## src/rtl/lsu_arb_pkg.sv

```systemverilog
// Shared types for the LSU arbiter: FSM states, requester id and the latched command.
package lsu_arb_pkg;

  localparam int ADDR_W = 32;
  localparam int DATA_W = 32;
  localparam int MASK_W = 4;

  typedef enum logic [1:0] {
    IDLE  = 2'd0,
    ISSUE = 2'd1,
    WAIT  = 2'd2
  } state_t;

  typedef logic id_t;

  typedef struct packed {
    logic              wren;
    logic [ADDR_W-1:0] addr;
    logic [DATA_W-1:0] wdata;
    logic [MASK_W-1:0] mask;
    id_t               id;
  } cmd_t;

  // The requester that is not the given one; with two requesters this is a flip.
  function automatic id_t other_id(input id_t id);
    return ~id;
  endfunction

endpackage

```

## src/rtl/lsu_arb_pick.sv

```systemverilog
// Two-way request picker: round-robin against the last winner, or fixed priority to requester 0.
module lsu_arb_pick
  import lsu_arb_pkg::*;
(
  input  logic [1:0] reqs,
  input  id_t        last,
  input  logic       mode,
  output id_t        winner,
  output logic       valid
);

  // A lone request always wins; a tie goes to the non-last requester, or to 0 in fixed mode.
  always_comb begin
    valid  = |reqs;
    winner = 1'b0;
    if (reqs == 2'b11) begin
      winner = mode ? 1'b0 : other_id(last);
    end else if (reqs[1]) begin
      winner = 1'b1;
    end
  end

endmodule

```

## src/rtl/lsu_arb.sv

```systemverilog
// Arbiter and one-at-a-time transaction sequencer for the shared LSU port.
module lsu_arb
  import lsu_arb_pkg::*;
#(
  parameter int RD_LAT   = 1,
  parameter int ARB_MODE = 0
) (
  input  logic        i_clk,
  input  logic        i_reset,
  input  logic        i_m0_req,
  input  logic        i_m0_wren,
  input  logic [31:0] i_m0_addr,
  input  logic [31:0] i_m0_wdata,
  input  logic [3:0]  i_m0_mask,
  output logic        o_m0_gnt,
  output logic        o_m0_done,
  output logic [31:0] o_m0_rdata,
  input  logic        i_m1_req,
  input  logic        i_m1_wren,
  input  logic [31:0] i_m1_addr,
  input  logic [31:0] i_m1_wdata,
  input  logic [3:0]  i_m1_mask,
  output logic        o_m1_gnt,
  output logic        o_m1_done,
  output logic [31:0] o_m1_rdata,
  output logic [31:0] o_lsu_addr,
  output logic [31:0] o_lsu_stData,
  output logic [3:0]  o_lsu_mask,
  output logic        o_lsu_wren,
  input  logic [31:0] i_lsu_ldData
);

  // The WAIT counter starts at RD_LAT-1 so the capture lands exactly RD_LAT cycles after ISSUE.
  localparam int   CNT_INIT = (RD_LAT > 0) ? RD_LAT - 1 : 0;
  localparam logic MODE_FP  = (ARB_MODE != 0);

  state_t      state_q;
  cmd_t        cmd_q;
  logic [1:0]  cnt_q;
  id_t         last_q;
  logic        done0_q;
  logic        done1_q;
  logic [31:0] rdata0_q;
  logic [31:0] rdata1_q;

  id_t         pick_winner;
  logic        pick_valid;
  logic        grant_en;
  cmd_t        win_cmd;
  logic        cap_en;
  logic [31:0] cap_data;

  lsu_arb_pick u_pick (
    .reqs   ({i_m1_req, i_m0_req}),
    .last   (last_q),
    .mode   (MODE_FP),
    .winner (pick_winner),
    .valid  (pick_valid)
  );

  // Grants are only handed out from IDLE and never while reset is held.
  always_comb begin
    grant_en = (state_q == IDLE) && pick_valid && !i_reset;
    o_m0_gnt = grant_en && (pick_winner == 1'b0);
    o_m1_gnt = grant_en && (pick_winner == 1'b1);
  end

  // Gather the winning requester's fields into one command for latching.
  always_comb begin
    if (pick_winner == 1'b1) begin
      win_cmd = '{wren: i_m1_wren, addr: i_m1_addr, wdata: i_m1_wdata,
                  mask: i_m1_mask, id: 1'b1};
    end else begin
      win_cmd = '{wren: i_m0_wren, addr: i_m0_addr, wdata: i_m0_wdata,
                  mask: i_m0_mask, id: 1'b0};
    end
  end

  // Decide when the transaction finishes; stores complete with zero data, loads sample the LSU.
  always_comb begin
    cap_en = 1'b0;
    if (state_q == ISSUE) begin
      cap_en = cmd_q.wren || (RD_LAT == 0);
    end else if (state_q == WAIT) begin
      cap_en = (cnt_q == 2'd0);
    end
    cap_data = cmd_q.wren ? 32'd0 : i_lsu_ldData;
  end

  // Sequencer FSM with registered completion outputs for the owning requester.
  always_ff @(posedge i_clk or posedge i_reset) begin
    if (i_reset) begin
      state_q  <= IDLE;
      cmd_q    <= '0;
      cnt_q    <= 2'd0;
      last_q   <= 1'b1;
      done0_q  <= 1'b0;
      done1_q  <= 1'b0;
      rdata0_q <= 32'd0;
      rdata1_q <= 32'd0;
    end else begin
      done0_q  <= cap_en && (cmd_q.id == 1'b0);
      done1_q  <= cap_en && (cmd_q.id == 1'b1);
      rdata0_q <= (cap_en && (cmd_q.id == 1'b0)) ? cap_data : 32'd0;
      rdata1_q <= (cap_en && (cmd_q.id == 1'b1)) ? cap_data : 32'd0;
      case (state_q)
        IDLE: begin
          if (grant_en) begin
            cmd_q   <= win_cmd;
            last_q  <= pick_winner;
            state_q <= ISSUE;
          end
        end
        ISSUE: begin
          if (cap_en) begin
            state_q <= IDLE;
          end else begin
            cnt_q   <= 2'(CNT_INIT);
            state_q <= WAIT;
          end
        end
        WAIT: begin
          if (cap_en) begin
            state_q <= IDLE;
          end else begin
            cnt_q <= cnt_q - 2'd1;
          end
        end
        default: state_q <= IDLE;
      endcase
    end
  end

  // LSU command drive: address and store data hold, mask/enable only live during a transaction.
  always_comb begin
    o_lsu_addr   = cmd_q.addr;
    o_lsu_stData = cmd_q.wdata;
    o_lsu_mask   = ((state_q == ISSUE) || (state_q == WAIT)) ? cmd_q.mask : 4'd0;
    o_lsu_wren   = (state_q == ISSUE) && cmd_q.wren;
    o_m0_done    = done0_q;
    o_m1_done    = done1_q;
    o_m0_rdata   = rdata0_q;
    o_m1_rdata   = rdata1_q;
  end

endmodule
```

## config.mk

```make
export PLATFORM = sky130hd
export DESIGN_NAME = lsu_arb
export DESIGN_NICKNAME = d
export VERILOG_FILES = /design/src/rtl/lsu_arb_pkg.sv /design/src/rtl/lsu_arb_pick.sv /design/src/rtl/lsu_arb.sv
export SDC_FILE = /design/constraint.sdc
export NUM_CORES = 1
export LEC_CHECK = 0
export ABC_AREA = 1
export CORE_MARGIN = 2
export CORE_UTILIZATION = 44
export DETAILED_ROUTE_END_ITERATION = 6
export PLACE_DENSITY = 0.86
export SLEW_MARGIN = 30
export SYNTH_ARGS = -nofsm -noshare
export SYNTH_HDL_FRONTEND = slang
export SYNTH_SLANG_ARGS = --single-unit
```

## constraint.sdc

```tcl
create_clock -name i_clk -period 6 [get_ports i_clk]
set_clock_uncertainty 0.05 [all_clocks]
set_input_delay 0.9 -clock i_clk [delete_from_list [all_inputs] [get_ports i_clk]]
set_output_delay 0.9 -clock i_clk [all_outputs]
set_load 0.05 [all_outputs]
```

## Word-level counts from Yosys, hierarchy flattened

Cells that the tools add are included.

- Register bits: 141
- Output and inout port bits: 137

- $add $sub $neg: 1
- Eq/ne operators: 7
- Muxes and demuxes: 16
- Bitwise operators: 3
- Reduce and logical (&&, ||, !) cells: 16

Operator list:

| cell | count |
|---|---|
| $mux W32 | 3 |
| $mux W70 | 1 |
| $mux W2 | 5 |
| $ne A2 B2 Y1 const B | 4 |
| $logic_and A1 B1 Y1 | 7 |
| $pmux W2 S3 | 1 |
| $eq A2 B2 Y1 const B | 2 |
| $logic_not A2 Y1 | 2 |
| $mux W1 | 4 |
| $mux W4 | 1 |
| $pmux W2 S2 | 1 |
| $reduce_and A2 Y1 | 2 |
| $not A1 Y1 | 3 |
| $reduce_and A3 Y1 | 1 |
| $eq A2 B1 Y1 const B | 1 |
| $reduce_bool A2 Y1 | 1 |
| $reduce_or A2 Y1 | 1 |
| $sub A2 B1 Y2 const B | 1 |
| $logic_not A1 Y1 | 1 |
| $logic_or A1 B1 Y1 | 1 |

## Logic depth before layout (Yosys ltp)

Gate-level depths: netlist of run 1.

- Depth after elaboration: 5
- Mapped depth: 9
- Gate-level depth less buffers: 8

## Cells and area by module

Synthesis of run 1 repeated with hierarchy kept, for this count alone.

- Cell total of the unflattened synthesis: 676
- Area total of the unflattened synthesis: 6004.5 µm²

By module, submodules not included:

| module | times used | cells an instance | area each (µm²) | seq. area each (µm²) |
|---|---|---|---|---|
| lsu_arb | 1 | 669 | 5968.2 | 3529.6 |
| lsu_arb_pick | 1 | 7 | 36.3 | 0.0 |

## Worst setup path before layout of run 1

Ideal clock, no wire load.

- Path type: input to output
- Start point: input port i_reset
- End point: output port o_m0_gnt
- Data arrival time: 3.940 ns
- Setup slack: 1.110 ns
- Stages on the path: 6
- Path buffers: 1
- Cells stage by stage: inv_2 nand2_1 nor2_4 inv_2 buf_2 nor2_1

- Cells in the longest elaborated chain, start to end: 3

RTL lines:

| what | RTL line | source |
|---|---|---|
| from (decl) | lsu_arb.sv:9 | `input logic i_reset,` |
| $logic_not A1 Y1 (no line) | - |  |
| $logic_and A1 B1 Y1 | lsu_arb.sv:63 | `grant_en = (state_q == IDLE) && pick_valid && !i_reset;` |
| $logic_and A1 B1 Y1 | lsu_arb.sv:64 | `o_m0_gnt = grant_en && (pick_winner == 1'b0);` |
| to (decl) | lsu_arb.sv:15 | `output logic o_m0_gnt,` |

Every way passes these cells.

## Worst setup path in the final report of run 1

Ends and elaborated chain as after synthesis.

==> results.py, run 1 <==
metrics = {
    "synth": {
        "ys.flop_type": "dfrtp_1",
        "synth_seq_area_share": 0.546,
        "yosys_warnings": 0,
        "syn_inst": 819,
        "synth-edff-count": 0,
        "yosysTopAreaCell": "dfrtp_1",
        "ys_async_sr_fraction": 1.00,
        "ys_types": 18,
        "syn_area_um2": 6460,
        "synth_commonest_cells": "471 x nand2_1, 140 x dfrtp_1, 66 x buf_4, 65 x nor2_1, 29 x buf_2",
        "postSynthAreaPerCell_um2": 7.89,
        "synth_most_common_cell": "nand2_1",
        "syn_nets": 998,
        "synth_top_area_share": 0.542,
        "synth_area_leaders": "dfrtp_1 54%, nand2_1 27%, buf_4 7.7%",
        "ys_ff_latch": 141,
    },
    "critical_path": {
        "end_kind": "output port",
        "rr_startpoint": "state_q[0]",
        "start_kind": "input pin",
        "reg2reg_slack_ns": 3.62,
        "worstSetupStartpoint": "i_reset",
        "reg2reg_depth": 9,
        "path_max_fanout": 79,
        "crit_arrival_ns": 3.31,
        "cp_data_required_time_ns": 5.05,
        "crit_type": "input pin to output port",
        "r2r-end": "o_lsu_stData[2]",
        "crit_end": "o_m0_gnt",
    },
    "drt": {
        "highest_layer": "met4",
        "routed-wl-met3_um": 1280,
        "wl_per_cell_um": 13.7,
        "vias_per_cell": 4.56,
        "initialDrtViolationCount": 289,
        "drc": 0,
        "route.met2.wl_um": 8500,
        "firstDrtPassIters": 4,
        "wl_met1_um": 6710,
        "postRouteAntennaNets": 0,
        "wl_um": 17200,
        "vias": 5693,
    },
    "status": {
        "status": "finished clean",
    },
    "global_routing": {
        "grt.total_usage": 0.224,
        "grt_pass1_wl_um": 28000,
        "overflow": 0,
        "antenna_found_initial": 0,
        "grt_max_degree": 80,
        "grt_pass1_vias": 5730,
    },
    "timing": {
        "worst_pin_slew_ns": 0.780,
        "period_share": 0.709,
        "maxSlewViolCount": 0,
        "fmax_mhz": 235,
        "tns_ns": 0,
        "slew_headroom": 0.480,
        "grt_setup_unrepaired": "false",
        "finalHoldViolCount": 0,
        "setup_viol": 0,
        "period_needed_ns": 4.26,
    },
    "floorplan": {
        "die_height_um": 125,
        "dieArea_um2": 15700,
        "rows": 44,
        "io_pins": 311,
        "die_x_um": 125,
        "start_util": 0.448,
        "core_area_um2": 14400,
    },
    "cells_and_area": {
        "drive_gt1_frac": 0.0479,
        "n_antenna_cell": 0,
        "layout-area-overhead-vs-synth_pct": 50.3,
        "final_util": 0.674,
        "n_fill_cell": 1163,
        "num-nets-final": 1232,
    },
    "cts": {
        "cts_hold_buffers": 0,
        "cts_resized": 0,
        "cts_max_level": 4,
        "post_cts_buffers": 0,
        "clk_pin_slew_ns": 0.06,
        "cts_made_buffers": 17,
        "cts_tree": "yes",
        "clk_latency_ns": 0.41,
        "cts_buffer_depth": 2,
        "cts.sinks": 141,
        "cts_root_buffer": "clkbuf_16",
    },
    "place": {
        "portBuffers": 310,
        "hpwlAfterDp_um": 12500,
        "globalplace.congestion": 0.809,
    },
    "power": {
        "power_density_nw_per_um2": 520,
        "ir_drop_uv": 234,
        "leakage_nw": 4.94,
    },
    "worst_hold_path": {
        "hold_class": "register to register",
    },
    "job": {
        "maxCapViolCount": 0,
    },
}
-- registers in the layout, indices dropped and copies added (netlist names) --
register and flops:
o_lsu_stData 32, cmd_q 6, o_m1_rdata 32, cnt_q 2, last_q 1, o_lsu_addr 32
state_q 2, o_m1_done 1, o_m0_done 1, o_m0_rdata 32
-- per-layer routing --
metal | up-vias | global-route usage
met3 | 47 | 0.0625
met1 | 2565 | 0.253
met2 | 236 | 0.389
met5 | - | 0
met4 | 0 | 0.113
li1 | 2845 | -
-- logic make-up after synthesis --
kind of cell,synth area share
AND/OR/NAND/NOR,0.323
flip-flops,0.546
buffers and inverters,0.118
adder cells (fa/ha/maj),0.00968
AO/OA/AOI/OAI,0.00348
-- cell usage in the layout, fill, tap and decap left out --
cell type,synthesis,layout
or2_2,1,1
clkbuf_16,0,17
clkbuf_1,3,1
o21bai_1,1,1
inv_6,0,4
nand3_1,4,4
inv_1,15,15
inv_2,6,5
nor2_4,2,2
ha_1,5,5
clkbuf_8,0,1
nor2_1,65,65
bufinv_16,0,1
buf_4,66,7
clkdlybuf4s50_1,0,309
dfstp_2,1,1
o21ai_0,3,3
clkinv_2,0,2
nand2_1,471,471
dfrtp_1,140,140
clkinv_4,0,2
nand2_2,3,3
nor2_2,1,1
clkinvlp_4,0,4
-- per-stage QoR --
stage                     instances  instance area (um2)  total power, mW  setup slack, ns  hold WS [ns]
after floorplan                 819                 6460             3.45             1.11         0.393
after global placement         1218                 9160             4.05             1.74         0.406
after detailed placement       1218                 9160             4.09             1.71         0.414
after CTS                      1249                 9720             5.09             1.70         0.430
after global routing           1249                 9720             5.31             1.49         0.445
final                          1249                 9720             5.05             1.74         0.426
-- power breakdown --
part | total (mW) | switching [mW] | internal, mW
sequential | 1.43 | 0.154 | 1.28
combinational | 2.64 | 1.81 | 0.822
clock | 0.983 | 0.402 | 0.581
-- cell type report --
type | count | area [um2] | share of cell area
clock buffer | 19 | 443 | 0.0456
clock inverter | 12 | 114 | 0.0117
inverter | 21 | 83.8 | 0.00863
multi-input combinational | 556 | 2170 | 0.223
sequential | 141 | 3530 | 0.363
tap | 184 | 230 | 0.0237
timing repair buffer | 316 | 3150 | 0.324
-- how the worst min path moves through the flow --
stage | slack [ns] | depth (start not counted) | startpoint | endpoint
5_1_grt | 0.45 | 2 | o_lsu_addr[9] | o_lsu_addr[9]
4_1_cts | 0.43 | 2 | o_lsu_addr[6] | o_lsu_addr[6]
3_5_place_dp | 0.41 | 2 | o_lsu_addr[6] | o_lsu_addr[6]
3_3_place_gp | 0.41 | 2 | last_q | last_q
2_1_floorplan | 0.39 | 2 | last_q | last_q
6_report | 0.43 | 2 | o_lsu_addr[6] | o_lsu_addr[6]
-- worst max-delay path: stages --
cell and delay (ns):
clkdlybuf4s50_1 0.50, inv_6 0.54, nand2_1 0.19, nor2_4 0.13, buf_4 0.60, inv_2 0.07
nor2_1 0.11, buf_4 0.21
No activity file was read; power rests on OpenSTA's default activity.
==> run 2: changes to the inputs <==
CORE_UTILIZATION = 37   (was 44)
PLACE_DENSITY = 0.77   (was 0.86)
clock period = 3.5 ns   (was 6 ns; I/O delays follow)
==> results.py, run 2 (synthesis gave the netlist of run 1 again) <==
metrics = {
    "critical_path": {
        "start_kind": "register",
        "rr_startpoint": "state_q[0]",
        "reg2reg_slack_ns": 1.39,
        "crit_path_cell_trace": "inv_1 > ha_1 > nand2_1 > inv_1 > clkdlybuf4s50_1",
        "crit_arrival_ns": 2.17,
        "crit_type": "register to output port",
        "critPathSlowestCell": "clkdlybuf4s50_1",
        "cp_data_required_time_ns": 2.92,
        "reg2reg_depth": 7,
        "path_max_fanout": 4,
        "critical-path-top-delay-family": "buffers and inverters",
        "end_kind": "output port",
        "cp_common_cell": "inv_1",
        "cp.depth": 5,
        "max_stage_delay_ns": 0.83,
        "r2r-end": "o_lsu_addr[17]",
        "path_buf_inv": 3,
    },
    "status": {
        "status": "finished clean",
    },
    "timing": {
        "maxSlewViolCount": 0,
        "timing.final.ws_setup_ns": 0.754,
        "grt_setup_unrepaired": "false",
        "worst_pin_slew_ns": 0.740,
        "slew_headroom": 0.507,
        "setup_viol": 0,
        "fmax_mhz": 364,
        "period_needed_ns": 2.75,
        "finalHoldViolCount": 0,
        "tns_ns": 0,
        "period_share": 0.785,
    },
    "floorplan": {
        "dieArea_um2": 18500,
        "io_pins": 311,
        "die_height_um": 136,
        "rows": 48,
        "die_x_um": 136,
        "core_area_um2": 17200,
        "start_util": 0.376,
    },
    "drt": {
        "vias_per_cell": 4.41,
        "firstDrtPassIters": 4,
        "wl_um": 17800,
        "initialDrtViolationCount": 246,
        "vias": 5703,
        "postRouteAntennaNets": 0,
        "wl_per_cell_um": 13.8,
        "drc": 0,
    },
    "power": {
        "ir_drop_uv": 375,
        "power_density_nw_per_um2": 886,
        "total_power_mw": 8.69,
        "leakage_nw": 4.97,
    },
    "place": {
        "postPlaceCellArea_um2": 9240,
        "place_ws_ns": 0.872,
        "dp_cells": 1260,
        "hpwlAfterDp_um": 12700,
        "portBuffers": 310,
        "globalplace.congestion": 0.782,
    },
    "cts": {
        "cts_resized": 0,
        "cts_made_buffers": 17,
        "clk_pin_slew_ns": 0.06,
        "clk_latency_ns": 0.42,
        "cts_tree": "yes",
        "cts_root_buffer": "clkbuf_16",
        "cts_buffer_depth": 2,
        "cts_max_level": 4,
        "post_cts_buffers": 0,
        "cts_hold_buffers": 0,
        "cts.sinks": 141,
    },
    "global_routing": {
        "grt.total_usage": 0.196,
        "grt_pass1_wl_um": 27900,
        "grt_max_degree": 72,
        "grt_pass1_vias": 5621,
        "overflow": 0,
        "antenna_found_initial": 0,
    },
    "cells_and_area": {
        "finalNonFillerCells": 1292,
        "n_antenna_cell": 0,
        "design_area_um2": 9810,
        "layout-area-overhead-vs-synth_pct": 51.8,
        "layout_common_cells": "471 x nand2_1, 308 x clkdlybuf4s50_1, 140 x dfrtp_1",
        "final_common_cell": "nand2_1",
        "num-nets-final": 1233,
        "drive_gt1_frac": 0.0515,
    },
    "worst_hold_path": {
        "holdPathStages": 2,
        "hp-start": "o_lsu_stData[5]",
        "hold_class": "register to register",
        "min_to": "o_lsu_stData[5]",
    },
    "job": {
        "maxCapViolCount": 0,
    },
}
==> run 2: cell count changes in the layout (fill, tap and decap cells not counted), sizes merged <==
| cell | delta |
|---|---|
| bufinv | -1 |
| inv | +4 |
| clkinv | +2 |
| clkdlybuf4s50 | -1 |
| clkbuf | -1 |
| buf | +2 |
| clkinvlp | -3 |
==> run 2: cell type report <==
| type | instances | area, um2 |
|---|---|---|
| Clock buffer | 18 | 439 |
| Clock inverter | 14 | 126 |
| Fill cell | 1552 | 7360 |
| Inverter | 21 | 83.8 |
| Multi-Input combinational cell | 556 | 2170 |
| Sequential cell | 141 | 3530 |
| Tap cell | 225 | 282 |
| Timing Repair Buffer | 317 | 3180 |
==> run 2: worst register-to-register path, stage by stage (launching register included) <==
cell     delay, ns
dfrtp_1       0.40
inv_1         0.11
ha_1          0.18
nand2_1       0.09
nor2_4        0.42
buf_4         0.55
nand2_1       0.16
nand2_1       0.08
==> run 2: worst max-delay path by stage <==
| stage | to | startpoint |
|---|---|---|
| global placement | o_m1_gnt | i_reset |
| floorplan | o_m0_gnt | i_reset |
| CTS | o_lsu_mask[3] | state_q[1] |
| finish | o_lsu_mask[3] | state_q[1] |
| detailed placement | o_m1_gnt | i_reset |
| global route | o_lsu_mask[2] | state_q[0] |
==> run 2: power by group <==
part | switching [mW] | internal [mW] | total (mW)
sequential | 0.264 | 2.19 | 2.45
combinational | 3.12 | 1.42 | 4.53
clock | 0.756 | 0.952 | 1.71
==> run 2: metal layers <==
metal  part of all wire  track usage  vias up
li1                   -            -     2843
met1               0.38        0.222     2577
met2               0.50        0.333      239
met3              0.085       0.0623       44
met4              0.038       0.0961        0
met5                  0            0        -
==> run 2: metrics by stage <==
step / hold slack (ns) / utilization
after floorplan: 0.393 / -
after global placement: 0.411 / 0.538
after detailed placement: 0.414 / 0.538
after CTS: 0.431 / 0.571
after global routing: 0.447 / 0.571
final: 0.426 / 0.571
==> run 3: changes to the inputs <==
clock period = 2.2 ns   (was 3.5 ns; I/O delays follow)
==> results.py, run 3 (synthesis gave the netlist of run 1 again) <==
metrics = {
    "floorplan": {
        "start_util": 0.376,
        "core_area_um2": 17200,
        "die_x_um": 136,
        "rows": 48,
        "die_height_um": 136,
        "io_pins": 311,
        "dieArea_um2": 18500,
    },
    "global_routing": {
        "grt.total_usage": 0.197,
        "antenna_found_initial": 0,
        "grt_pass1_wl_um": 28300,
        "grt_pass1_vias": 5664,
        "grt_max_degree": 142,
        "overflow": 0,
    },
    "timing": {
        "timing.final.ws_setup_ns": 0.137,
        "tns_ns": 0,
        "finalHoldViolCount": 0,
        "fmax_mhz": 485,
        "worst_pin_slew_ns": 0.767,
        "slew_headroom": 0.488,
        "period_needed_ns": 2.06,
        "grt_setup_unrepaired": "false",
        "setup_viol": 0,
        "period_share": 0.938,
        "maxSlewViolCount": 0,
    },
    "cts": {
        "cts_hold_buffers": 0,
        "clk_pin_slew_ns": 0.06,
        "cts_root_buffer": "clkbuf_16",
        "cts_tree": "yes",
        "cts_buffer_depth": 2,
        "cts_max_level": 4,
        "clk_latency_ns": 0.41,
        "cts_made_buffers": 17,
        "cts.sinks": 141,
    },
    "critical_path": {
        "crit_arrival_ns": 1.68,
        "end_kind": "output port",
        "crit_type": "register to output port",
        "cp_data_required_time_ns": 1.82,
        "path_max_fanout": 3,
        "start_kind": "register",
    },
    "drt": {
        "vias": 5746,
        "firstDrtPassIters": 5,
        "vias_per_cell": 4.43,
        "wl_per_cell_um": 14.0,
        "initialDrtViolationCount": 294,
        "wl_um": 18200,
        "postRouteAntennaNets": 0,
        "drc": 0,
    },
    "cells_and_area": {
        "n_antenna_cell": 0,
        "layout_common_cells": "470 x nand2_1, 303 x clkdlybuf4s50_1, 140 x dfrtp_1",
        "layout-area-overhead-vs-synth_pct": 54.3,
        "multi_input_area_um2": 2180,
        "num-nets-final": 1239,
        "design_area_um2": 9970,
        "drive_gt1_frac": 0.0616,
        "regArea_um2": 3530,
        "n_fill_cell": 1537,
        "finalNonFillerCells": 1297,
        "final_common_cell": "nand2_1",
    },
    "place": {
        "dp_cells": 1265,
        "portBuffers": 310,
        "globalplace.congestion": 0.826,
        "hpwlAfterDp_um": 13100,
        "place_ws_ns": 0.141,
        "postPlaceCellArea_um2": 9360,
    },
    "status": {
        "status": "finished clean",
    },
    "power": {
        "ir_drop_uv": 687,
        "total_power_mw": 14.2,
        "leakage_nw": 5.05,
        "power_density_nw_per_um2": 1420,
    },
    "job": {
        "maxCapViolCount": 0,
    },
    "worst_hold_path": {
        "hold_class": "register to register",
    },
}
## run 3: final cells by class
cell class | count | area share
Clock inverter | 13 | 0.0166
Inverter | 21 | 0.00916
Sequential cell | 141 | 0.354
Tap cell | 225 | 0.0282
Timing Repair Buffer | 323 | 0.330
Multi-Input combinational cell | 556 | 0.219
Clock buffer | 18 | 0.0430
## run 3: stage by stage
step,hold slack [ns],util
2_1_floorplan,0.228,-
3_3_place_gp,0.411,0.545
3_5_place_dp,0.414,0.545
4_1_cts,0.404,0.580
5_1_grt,0.419,0.581
6_report,0.419,0.581
## run 3: critical path: stages, from the launching register on
cell	delay, ns
dfrtp_1	0.39
inv_1	0.11
ha_1	0.19
nand2_1	0.09
nor2_4	0.14
nand2_2	0.09
inv_1	0.11
buf_12	0.14
## run 3: layer usage
metal,up-vias,track usage,routed length (um)
li1,2868,-,-
met3,35,0.0563,1280
met4,0,0.0822,561
met2,218,0.350,9340
met1,2625,0.220,6980
met5,-,0,0
## run 3: report_power, final
part / switching, mW / internal (mW) / total (mW) / leakage (nW)
clock: 1.10 / 1.79 / 2.88 / 0.291
sequential: 0.416 / 3.48 / 3.90 / 1.85
combinational: 5.00 / 2.39 / 7.39 / 2.90
total: 6.52 / 7.66 / 14.2 / 5.05
## run 3: worst paths after layout
kind / from / endpoint / slack, ns / depth (start not counted)
setup / recovery: state_q[0] / o_m1_gnt / 0.14 / 7
hold / removal: last_q / last_q / 0.42 / 2
setup reg to reg: state_q[1] / o_m1_rdata[6] / 0.52 / 9
hold reg to reg: last_q / last_q / 0.42 / 2
max in group asynchronous: i_reset / o_lsu_addr[9] / 0.95 / 3
min in group asynchronous: i_reset / cnt_q[1] / 0.55 / 3
## run 3: what timing repair did
item	in CTS	in global routing
buffers inserted	1	0
pin swaps	1	1
gates cloned	0	0
setup endpoints to repair	2	2
gates resized for setup	0	2
==> patch 1: new RTL, settings of run 3 <==
Reset style: synchronous (`i_reset`), changed in one clocked block.
--- a/src/rtl/lsu_arb.sv
+++ b/src/rtl/lsu_arb.sv
@@ -89,5 +89,5 @@
 
   // Sequencer FSM with registered completion outputs for the owning requester.
-  always_ff @(posedge i_clk or posedge i_reset) begin
+  always_ff @(posedge i_clk) begin
     if (i_reset) begin
       state_q  <= IDLE;
Function: differs if i_reset is asserted again (counterexample within 4 cycles, from zero or initial values and one cycle with i_reset high); with i_reset held inactive, the same outputs for 10 cycles.
==> patch 1 against run 3 <==
- via count up 4.3%
- routed wire length rose by 2.0%
- worst setup slack better by 0.017 ns
- final area down 4.8%
- area after synthesis down 6.2%
- sequential cell count unchanged
- largest cell class is now non-clock buffers
Power is not compared: it rests on default switching activity, and its combinational part moved more than twofold at a synthesized area within 25%.
==> patch 1: results (changes against run 3) <==
Worst setup path
  – Reg2reg end: o_m0_rdata[5]$_SDFF_PP0_
  – Family with the most delay on the worst path: buffers and inverters
  – Worst reg2reg path depth: 7 (-2)
  – Crit-path slowest cell: dfxtp_1
  – CP startpoint: state_q[1]$_SDFFE_PP0P_

Placement
  – DP Wirelength: 13,200 um (+1.1%)
  – Place WS: 0.263 ns (+0.122 ns)
  – Placed Cells: 1,256 (-0.71%)
  – Placed cell areas: 8900 um2 (-5.0%)

Drt
  – Initial DRC count: 328 (+12%)
  – Routed len/inst: 14.4 um (+2.7%)
  – Met3 wire len: 1220 um (-4.9%)

Layout
  – FF/Latch Area: 2820 um2 (-20%)
  – Multi-input gate count: 521 (-6.3%)
  – Area Growth Syn to Fin: 56.4%
  – Non-filler instance count after layout: 1,288 (-0.69%)
  – Final nets: 1,237 (-0.16%)

Logic synthesis
  – Distinct cells, synth: 21 (+3)
  – Synth cell count leaders: 292 x nand2_1, 141 x dfxtp_1, 75 x nand3_1
  – Area contributors post-synth: dfxtp_1 47%, nand2_1 18%, buf_4 8.8%
  – Ys flop type: dfxtp_1

STA
  – Fin Hold WS: 0.180 ns (-0.239 ns)
  – Slew HR: 54.4% (+5.5 points)

Status
  – Status: complete, no violations

GRT
  – Largest net degree at the start of global routing: 70 (-51%)
  – First-pass GRT wire length: 29,400 um (+3.8%)

CTS
  – Post-CTS Setup Inserts: 0 (-1)

Worst hold path
  – Hold EP: state_q[1]$_SDFFE_PP0P_
  – Min-delay src: i_reset
==> patch 1: cell types whose count changed after synthesis, sizes merged, moves of 5 or more <==
| cell | before | now |
|---|---|---|
| dfxtp | 0 | 141 |
| inv | 21 | 53 |
| nor3 | 0 | 64 |
| dfrtp | 140 | 0 |
| clkbuf | 3 | 18 |
| nor2 | 68 | 5 |
| buf | 98 | 103 |
| a21oi | 0 | 70 |
| nand3 | 4 | 77 |
| nand2 | 474 | 295 |
==> patch 1: cell families (layout without fill, tap and decap cells) <==
kind of cell / after synthesis / count (layout)
AO/OA/AOI/OAI: 75 / 75
adder cells (fa/ha/maj): 4 / 4
flip-flops: 141 / 141
buffers and inverters: 174 / 410
AND/OR/NAND/NOR: 442 / 442
==> patch 1: per-layer routing <==
layer  track usage (%)  vias up
met5                 0        -
met4              11.4        0
met3              6.57       52
met2              36.3      224
met1              23.4     2684
li1                  -     3032
==> patch 2: new RTL, flow settings as in run 3 <==
Made on the original files. Set the parameter `ARB_MODE` to 1 (it was 0).
--- a/src/rtl/lsu_arb.sv
+++ b/src/rtl/lsu_arb.sv
@@ -4,5 +4,5 @@
 #(
   parameter int RD_LAT   = 1,
-  parameter int ARB_MODE = 0
+  parameter int ARB_MODE = 1
 ) (
   input  logic        i_clk,
Function: changed (Yosys sat finds a counterexample within 4 cycles, from zero or initial values and one cycle with i_reset high).
==> patch 2 against run 3 <==
- final area down 4.2%
- routed wire length down 3.8%
- power down 0.21%
- worst hold slack better by 0.0036 ns
- sequential share of layout area up 1.3 points
- sequential cell count down 1
- combinational power up 2%
- area after synthesis down 5.9%
- worst setup slack better by 0.0042 ns
- largest power group unchanged
==> patch 2: results (changes against run 3) <==
Logic synthesis
  – Register area share after synthesis: 57.6% (+3.0 points)
  – Area contributors post-synth: dfrtp_1 58%, nand2_1 12%, buf_4 7.9%
  – Synth cell count leaders: 193 x nand2_1, 140 x dfrtp_1, 72 x nand3_1

GRT
  – Largest net degree at the start of global routing: 141 (-0.70%)
  – Vias in the first global route: 5,521 (-2.5%)
  – First-pass GRT wire length: 28,300 um (about the same)

Power and ir drop
  – NetSw: 6.69 mW (+2.7%)
  – Seq pwr: 3.89 mW (about the same)
  – Leakage: 4.25 nW (-16%)
  – P_clk: 2.71 mW (-6%)
  – Peak supply drop: 0.683 mV (-0.63%)

Worst setup path
  – Largest fanout on the critical path: 7 (+4)
  – Reg2Reg Launch Point: state_q[0]$_DFFE_PP0P_
  – Worst R2R Setup Slack: 0.36 ns (-0.16 ns)

Layout
  – Non-filler instance count after layout: 1,142 (-12%)
  – Share of layout cells above drive strength 1: 7.56% (+1.4 points)

Worst hold path
  – Worst Hold Depth: 3 (+1)
  – Hold EP: o_m1_rdata[10]$_DFF_PP0_
  – Worst min path class: in -> reg
  – Min-delay src: i_lsu_ldData[10]

Placement
  – DP Wirelength: 12,400 um (-5.1%)
  – Final RePlAce weighted congestion: 0.764 (-7.5%)
  – Place WS: 0.208 ns (+0.0663 ns)

STA
  – Slew HR: 50.0% (+1.2 points)
  – Period utilization: 93.6% (-0.19 points)

Status
  – Status: complete, no violations
[patch 2: stage by stage]
stage | util, % | area [um2]
final | 59.7 | 9550
after CTS | 59.7 | 9550
after floorplan | - | 6090
after detailed placement | 56.2 | 8990
after global routing | 59.7 | 9550
after global placement | 56.2 | 8990
[patch 2: cell type report]
class                           count  area [um2]
Sequential cell                   140        3500
Timing Repair Buffer              321        3290
Tap cell                          216         270
Multi-Input combinational cell    414        1850
Clock buffer                       18         439
Inverter                           19        76.3
Clock inverter                     14         123
Fill cell                        1370        6450
[patch 2: critical path, delay by kind of cell, from the launching register on]
kind / cells / cell delay, ns
flip-flops: 1 / 0.40
adder cells (fa/ha/maj): 1 / 0.23
AND/OR/NAND/NOR: 2 / 0.33
buffers and inverters: 2 / 0.30
[patch 2: worst max path at each step]
stage                                      start                            to  slack [ns]
after detailed placement                 i_reset  o_lsu_stData[10]$_DFFE_PP0P_        0.21
after floorplan                          i_reset                      o_m1_gnt        0.07
final                     state_q[0]$_DFFE_PP0P_                      o_m0_gnt        0.14
after CTS                 state_q[0]$_DFFE_PP0P_                      o_m0_gnt        0.11
after global placement                   i_reset   o_lsu_stData[5]$_DFFE_PP0P_        0.24
after global routing      state_q[0]$_DFFE_PP0P_                      o_m0_gnt        0.01
[patch 2: routing by layer]
layer  GRT usage, %  wire, um
met1           22.2      6610
met2           36.9      9040
met4           7.17       327
met5              0         0
met3           7.30      1490
[patch 2: cell families (layout without fill, tap and decap cells)]
| logic type | after synthesis | in the layout | synth area share [%] |
|---|---|---|---|
| and+or+nand+nor | 336 | 336 | 23.2 |
| AOI/OAI and AO/OA | 73 | 73 | 6.11 |
| DFF | 140 | 140 | 57.6 |
| adders and majority gates | 5 | 5 | 1.03 |
| buffers and inverters | 120 | 372 | 12.1 |
